### src/rtl/strela_perf_ctr_bank_if.sv
// strela_perf_ctr_bank_if
//   Register-port bundle for the STRELA performance-counter bank.
//   master: drives the request (valid/write/addr/wdata), receives the response.
//   slave : receives the request, drives the one-cycle response strobe,
//           read data and unmapped-address error.
interface strela_perf_ctr_bank_if #(
    parameter int ADDR_W = 8
);
    logic              req_valid_i;
    logic              req_write_i;
    logic [ADDR_W-1:0] req_addr_i;
    logic [31:0]       req_wdata_i;
    logic              rsp_valid_o;
    logic [31:0]       rsp_rdata_o;
    logic              rsp_error_o;

    modport master (
        output req_valid_i, req_write_i, req_addr_i, req_wdata_i,
        input  rsp_valid_o, rsp_rdata_o, rsp_error_o
    );

    modport slave (
        input  req_valid_i, req_write_i, req_addr_i, req_wdata_i,
        output rsp_valid_o, rsp_rdata_o, rsp_error_o
    );
endinterface

### src/rtl/strela_perf_ctr_bank.sv
// strela_perf_ctr_bank
//   NUM_CTRS performance counters of CTR_WIDTH bits, each with its own
//   enable, level/edge counting mode, saturate/wrap choice, sticky overflow
//   flag and interrupt enable. Counters are only observable through an
//   atomically loaded snapshot bank.
// Ports:
//   clk_i   - clock
//   rst_i   - asynchronous reset, active high
//   event_i - per-counter event level, synchronous to clk_i
//   bus     - register port (slave side), response registered one cycle later
//   irq_o   - registered OR of (ovf & irq_en)
module strela_perf_ctr_bank #(
    parameter int NUM_CTRS  = 8,
    parameter int CTR_WIDTH = 32,
    parameter int ADDR_W    = 8
) (
    input  logic                clk_i,
    input  logic                rst_i,
    input  logic [NUM_CTRS-1:0] event_i,
    strela_perf_ctr_bank_if.slave bus,
    output logic                irq_o
);
    localparam logic [CTR_WIDTH-1:0] CTR_MAX = '1;

    logic                 gen;
    logic [NUM_CTRS-1:0]  en_mask;
    logic [NUM_CTRS-1:0]  edge_mask;
    logic [NUM_CTRS-1:0]  sat_mask;
    logic [NUM_CTRS-1:0]  ovf;
    logic [NUM_CTRS-1:0]  irq_en;
    logic [NUM_CTRS-1:0]  prev;
    logic [CTR_WIDTH-1:0] ctr  [NUM_CTRS];
    logic [CTR_WIDTH-1:0] snap [NUM_CTRS];

    logic [31:0]          addr;
    logic [31:0]          snap_idx;
    logic [63:0]          snap_sel;
    logic [31:0]          rd_data;
    logic                 dec_err;
    logic                 wr_csr;
    logic                 clr_pulse;
    logic                 snap_pulse;
    logic [NUM_CTRS-1:0]  ovf_w1c;
    logic [NUM_CTRS-1:0]  hit;
    logic [NUM_CTRS-1:0]  inc;
    logic [NUM_CTRS-1:0]  at_max;
    logic                 unused_bits;

    assign addr        = 32'(bus.req_addr_i);
    assign unused_bits = ^bus.req_wdata_i;

    // Address decode and read mux.
    always_comb begin
        rd_data  = '0;
        dec_err  = 1'b0;
        snap_idx = '0;
        snap_sel = '0;
        if (addr[1:0] != 2'b00) begin
            dec_err = 1'b1;
        end else if (addr < 32'h40) begin
            case (addr[5:2])
                4'd0:    rd_data = {31'd0, gen};
                4'd1:    rd_data = 32'(en_mask);
                4'd2:    rd_data = 32'(edge_mask);
                4'd3:    rd_data = 32'(sat_mask);
                4'd4:    rd_data = 32'(ovf);
                4'd5:    rd_data = 32'(irq_en);
                default: dec_err = 1'b1;
            endcase
        end else begin
            snap_idx = (addr - 32'h40) >> 3;
            for (int unsigned i = 0; i < NUM_CTRS; i++) begin
                if (snap_idx == i) snap_sel = 64'(snap[i]);
            end
            if (snap_idx >= 32'(NUM_CTRS) || bus.req_write_i) begin
                dec_err = 1'b1;
            end else begin
                rd_data = addr[2] ? snap_sel[63:32] : snap_sel[31:0];
            end
        end
    end

    always_comb begin
        wr_csr     = bus.req_valid_i & bus.req_write_i & ~dec_err;
        clr_pulse  = wr_csr && (addr[5:2] == 4'd0) && bus.req_wdata_i[1];
        snap_pulse = wr_csr && (addr[5:2] == 4'd0) && bus.req_wdata_i[2];
        ovf_w1c    = (wr_csr && (addr[5:2] == 4'd4)) ? bus.req_wdata_i[NUM_CTRS-1:0] : '0;
        // Edge-mode counters only hit on a rising event; prev tracks the raw event.
        hit        = event_i & ~(edge_mask & prev);
        inc        = {NUM_CTRS{gen}} & en_mask & hit;
        for (int unsigned i = 0; i < NUM_CTRS; i++) begin
            at_max[i] = (ctr[i] == CTR_MAX);
        end
    end

    always_ff @(posedge clk_i or posedge rst_i) begin
        if (rst_i) begin
            gen             <= 1'b0;
            en_mask         <= '0;
            edge_mask       <= '0;
            sat_mask        <= '0;
            ovf             <= '0;
            irq_en          <= '0;
            prev            <= '0;
            irq_o           <= 1'b0;
            bus.rsp_valid_o <= 1'b0;
            bus.rsp_rdata_o <= '0;
            bus.rsp_error_o <= 1'b0;
            for (int unsigned i = 0; i < NUM_CTRS; i++) begin
                ctr[i]  <= '0;
                snap[i] <= '0;
            end
        end else begin
            bus.rsp_valid_o <= bus.req_valid_i;
            bus.rsp_error_o <= bus.req_valid_i & dec_err;
            bus.rsp_rdata_o <= (bus.req_valid_i & ~bus.req_write_i & ~dec_err) ? rd_data : '0;

            prev  <= event_i;
            irq_o <= |(ovf & irq_en);
            // A fresh overflow beats a simultaneous write-1-to-clear.
            ovf   <= (ovf & ~ovf_w1c) | (inc & at_max);

            for (int unsigned i = 0; i < NUM_CTRS; i++) begin
                if (snap_pulse) snap[i] <= ctr[i];
                if (clr_pulse) begin
                    ctr[i] <= '0;
                end else if (inc[i]) begin
                    if (at_max[i]) ctr[i] <= sat_mask[i] ? CTR_MAX : '0;
                    else           ctr[i] <= ctr[i] + 1'b1;
                end
            end

            if (wr_csr) begin
                case (addr[5:2])
                    4'd0:    gen       <= bus.req_wdata_i[0];
                    4'd1:    en_mask   <= bus.req_wdata_i[NUM_CTRS-1:0];
                    4'd2:    edge_mask <= bus.req_wdata_i[NUM_CTRS-1:0];
                    4'd3:    sat_mask  <= bus.req_wdata_i[NUM_CTRS-1:0];
                    4'd5:    irq_en    <= bus.req_wdata_i[NUM_CTRS-1:0];
                    default: ;
                endcase
            end
        end
    end
endmodule

### src/flat_wrapper.sv
// flat-port wrapper written by rule: the top's interface ports become plain ports
module strela_perf_ctr_bank_flat 
#(
    parameter int NUM_CTRS  = 8,
    parameter int CTR_WIDTH = 32,
    parameter int ADDR_W    = 8
)
  (clk_i, rst_i, event_i, irq_o, bus_req_valid_i, bus_req_write_i, bus_req_addr_i, bus_req_wdata_i, bus_rsp_valid_o, bus_rsp_rdata_o, bus_rsp_error_o);
  strela_perf_ctr_bank_if #(.ADDR_W(ADDR_W)) bus_i ();
  input  logic clk_i;
  input  logic rst_i;
  input  logic [NUM_CTRS-1:0] event_i;
  output logic irq_o;
  input wire logic [$bits(bus_i.req_valid_i)-1:0] bus_req_valid_i;
  input wire logic [$bits(bus_i.req_write_i)-1:0] bus_req_write_i;
  input wire logic [$bits(bus_i.req_addr_i)-1:0] bus_req_addr_i;
  input wire logic [$bits(bus_i.req_wdata_i)-1:0] bus_req_wdata_i;
  output wire logic [$bits(bus_i.rsp_valid_o)-1:0] bus_rsp_valid_o;
  output wire logic [$bits(bus_i.rsp_rdata_o)-1:0] bus_rsp_rdata_o;
  output wire logic [$bits(bus_i.rsp_error_o)-1:0] bus_rsp_error_o;
  assign bus_i.req_valid_i = bus_req_valid_i;
  assign bus_i.req_write_i = bus_req_write_i;
  assign bus_i.req_addr_i = bus_req_addr_i;
  assign bus_i.req_wdata_i = bus_req_wdata_i;
  assign bus_rsp_valid_o = bus_i.rsp_valid_o;
  assign bus_rsp_rdata_o = bus_i.rsp_rdata_o;
  assign bus_rsp_error_o = bus_i.rsp_error_o;
  strela_perf_ctr_bank #(.NUM_CTRS(NUM_CTRS), .CTR_WIDTH(CTR_WIDTH), .ADDR_W(ADDR_W)) u_core (.clk_i(clk_i), .rst_i(rst_i), .event_i(event_i), .bus(bus_i), .irq_o(irq_o));
endmodule
### config.mk
export PLATFORM = sky130hd
export DESIGN_NAME = strela_perf_ctr_bank_flat
export DESIGN_NICKNAME = d
export VERILOG_FILES = /design/src/rtl/strela_perf_ctr_bank_if.sv /design/src/rtl/strela_perf_ctr_bank.sv /design/src/flat_wrapper.sv
export SDC_FILE = /design/constraint.sdc
export NUM_CORES = 2
export LEC_CHECK = 0
export ABC_AREA = 1
export ABC_CLOCK_PERIOD_IN_PS = 43300
export BUFFER_PORTS_ARGS = -buffer_cell sky130_fd_sc_hd__buf_2
export CORE_ASPECT_RATIO = 1.5
export CORE_MARGIN = 1.5
export CORE_UTILIZATION = 55
export DETAILED_ROUTE_END_ITERATION = 8
export GPL_TIMING_DRIVEN = 0
export HOLD_SLACK_MARGIN = 0.15
export PLACE_DENSITY = 0.72
export SETUP_SLACK_MARGIN = 0.02
export SYNTH_ARGS = -nofsm -noshare
export SYNTH_HDL_FRONTEND = slang
export SYNTH_SLANG_ARGS = --single-unit
### constraint.sdc
create_clock -name clk_i -period 43.3 [get_ports clk_i]
set_input_delay 6.495 -clock clk_i [delete_from_list [all_inputs] [get_ports clk_i]]
set_output_delay 6.495 -clock clk_i [all_outputs]
set_load 0.01 [all_outputs]
==> summary.txt <==
Syn_area_per_cell: 7.24 um^2
Worst Hold Endpoint: u_core.snap[18]$_DFFE_PP0P_
Yosys cell types: 29
GP Congestion: 1.05
Worst R2R Start: u_core.ctr[128]$_DFFE_PP0P_
Worst setup path class: in2reg
Clock share of power: 0.318
Fin nets: 4,609
Number of buffers created by CTS: 59
First-pass GRT wire length: 182 mm
Starting Density: 0.555
Core outline area: 57,700 um^2
Iteration-0 DRC Markers: 2,825
Post-synthesis cell area: 32,000 um^2
Area Overhead vs Synth: 10.7%
Max Slew Vio Count: 0
Critical Path End Type: register
Top cell type by total area after synthesis: dfrtp_1
Crit-path cells: buf_2, inv_1, ha_1, clkinv_1, a21oi_1, nor3_1, nand2_1, nor2_2, nand2_1, buf_2, clkbuf_1, nand4_1, o21ai_0
Slew HR: 0.137
Int Pwr: 1060 uW
Status: finished, final reports clean
RR Endpoint: u_core.ctr[128]$_DFFE_PP0P_
DR WL/cell: 22.5 um
Critical path required time: 43,860 ps
Critical Path AT: 10,270 ps
HP Class: reg2reg
Hpwl dp: 92.3 mm
Leakage power: 0.0175 uW
R2R Setup Slk: 40,240 ps
Logic gate share of total power: 0.256
Final Hold Vio Count: 0
Setup TNS Final: 0 ps
H-tree Lvls: 2
Kind of start point of the critical path: input pin
Max Root-Sink Buffers: 3
Synth Warn #: 0
Worst-skew pair later-pin latency: 650 ps
Wire length after detailed routing: 121 mm
RSZ-0062 raised after global routing: no
Post-layout min period: 9710 ps
Initial antenna violation count: 5
Setup Buffers After CTS: 0
PwrDens: 47.6 nW/um^2
Primary FF master, synth: dfrtp_1
Sink Count: 596
IO buf count: 61
Final Cycle Share: 0.224
Synth cell count leaders: nand2_1, o21ai_0, dfrtp_1, inv_1, nor2_1
Critical path peak fanout: 10
P_sw: 625 uW
Maximum VDD drop: 0.0402 mV
Largest family of logic cells by synthesized area: simple AND/OR/NAND/NOR gates
Final ANT Viol Nets: 0
Asr flop ratio synth: 1.00
Syn nets: 4,482
Root buffer cell: clkbuf_16
CP max stage cell: clkbuf_1
Seq pwr share: 0.426
Total track usage: 0.412
Post-synthesis sequential area ratio: 0.466
FP Rows: 108
Drt pass-1 iters: 6
Final Core Density: 0.614
Share of post-route cells with drive strength above 1: 0.0448
Post-synthesis mux area share: 0
Clk slew on worst S/H paths: 60 ps
Setup violations, final: 0
HP Start: u_core.snap[18]$_DFFE_PP0P_
Vias/cell: 5.82
Post-synthesis xor/xnor area fraction: 0.0367
Number of synthesized flops with an enable pin: 0
DRC viols: 0
Peak Freq: 103 MHz
CTS resizes: 0
Synthesized instance count: 4,420
Post-Synth Simple-Gate Area: 0.312
Die X-Extent: 200 um
Synth Area in Compound Gates: 0.112
Sw Share: 0.371
Crit-path max cell delay: 970 ps
Multi-input logic area: 14,900 um^2
Synth top area share: 0.466
CTS Hold Buffers Added: 0
Top delay family on crit path: buffers and inverters
Synth area leaders: dfrtp_1, nand2_1, o21ai_0
Max-cap violations: 0
R2r worst-path depth: 11
Vias in the first global route: 30,200
Worst path bufs/invs: 5
Total congestion overflow: 0
Via count: 31,200
Worst slew pin tran: 1300 ps
CTS tree: yes
Most frequent cell after synthesis: nand2_1
IO Pins: 87
Worst hold stages: 2
Setup Skew: 19.7 ps
Post-synthesis register bit count: 596
Pin count of the biggest net entering global routing: 131
Die Y: 298 um
Post-synthesis adder-cell area fraction: 0.00391
Register area: 14,900 um^2
Die ar.: 59,700 um^2
Layout fillers: 5,613
-- cells in the final DEF (no fill, tap or decap), drive strengths merged, types with 84 or more instances in the layout --
| cell type | n |
|---|---|
| nor2 | 333 |
| nand3 | 305 |
| a21oi | 84 |
| o21ai | 615 |
| nand2 | 1476 |
| inv | 389 |
| xor2 | 129 |
| clkbuf | 231 |
| buf | 98 |
| dfrtp | 596 |
| nand4 | 173 |
-- logic make-up (layout without fill, tap and decap cells) --
group,count (synthesis),after routing
fa+ha+maj,10,10
flops,596,596
xor+xnor,134,134
simple gates,2391,2391
other cells,0,5
buf+inv,577,751
compound gates,712,712
-- sequential cells by signal (all words and copies together), names as in the netlist --
signal / cells
u_core.irq_en: 8
u_core.bus.rsp_error_o: 1
u_core.bus.rsp_rdata_o: 32
u_core.prev: 8
u_core.edge_mask: 8
u_core.gen: 1
u_core.ctr: 256
u_core.ovf: 8
u_core.en_mask: 8
u_core.sat_mask: 8
u_core.bus.rsp_valid_o: 1
u_core.irq_o: 1
u_core.snap: 256
-- area by class of cell --
class / instances / share of cell area
clock buffers: 83 / 0.0491
flip-flops and latches: 596 / 0.421
multi-input cells: 3247 / 0.420
well taps: 770 / 0.0272
clock inverters: 25 / 0.00728
inverters: 397 / 0.0423
diodes: 5 / 0.000353
plain buffers: 180 / 0.0200
repair buffers: 66 / 0.0125
-- routing by layer --
metal / part of all wire / track usage / vias up
met3: 0.073 / 0.0831 / 428
met4: 0.093 / 0.323 / 2
met2: 0.46 / 0.645 / 1357
li1: - / - / 14600
met5: 0.000091 / 0 / -
met1: 0.37 / 0.495 / 14800
-- tightest hold or removal path, stage by stage (launching register included) --
cell and delay (ps):
dfrtp_1 340, nand2_1 50, nand2_1 40
-- worst max-delay path by stage --
stage	end	slack (ps)	start	cells past startpoint
after global routing	u_core.ctr[64]$_DFFE_PP0P_	33560	bus_req_addr_i[7]	13
after detailed placement	u_core.ctr[64]$_DFFE_PP0P_	33110	bus_req_addr_i[7]	13
after global placement	u_core.ctr[122]$_DFFE_PP0P_	13460	rst_i	2
after floorplan	u_core.bus.rsp_error_o$_DFF_PP0_	20120	rst_i	1
after CTS	u_core.ctr[64]$_DFFE_PP0P_	33780	bus_req_addr_i[7]	13
final	u_core.ctr[64]$_DFFE_PP0P_	33590	bus_req_addr_i[7]	13
-- metrics by stage --
stage / power [uW] / hold slack, ps / instance area [um^2] / setup slack [ps] / std cells
5_1_grt: 1780 / 490 / 35400 / 33560 / 5365
6_report: 1690 / 470 / 35400 / 33590 / 5369
3_3_place_gp: 1140 / 455 / 33300 / 13460 / 5251
4_1_cts: 1680 / 470 / 35400 / 33780 / 5364
2_1_floorplan: 1010 / 437 / 32000 / 20120 / 4420
3_5_place_dp: 1150 / 454 / 33400 / 33110 / 5256
-- power groups by stage --
stage	clock (uW)	combinational, uW	sequential [uW]
after floorplan	0	312	698
after global placement	0	417	724
after detailed placement	0	424	723
after CTS	538	426	714
after global routing	559	490	727
final	536	432	718
Note: power is estimated with default switching activity, not from simulation.
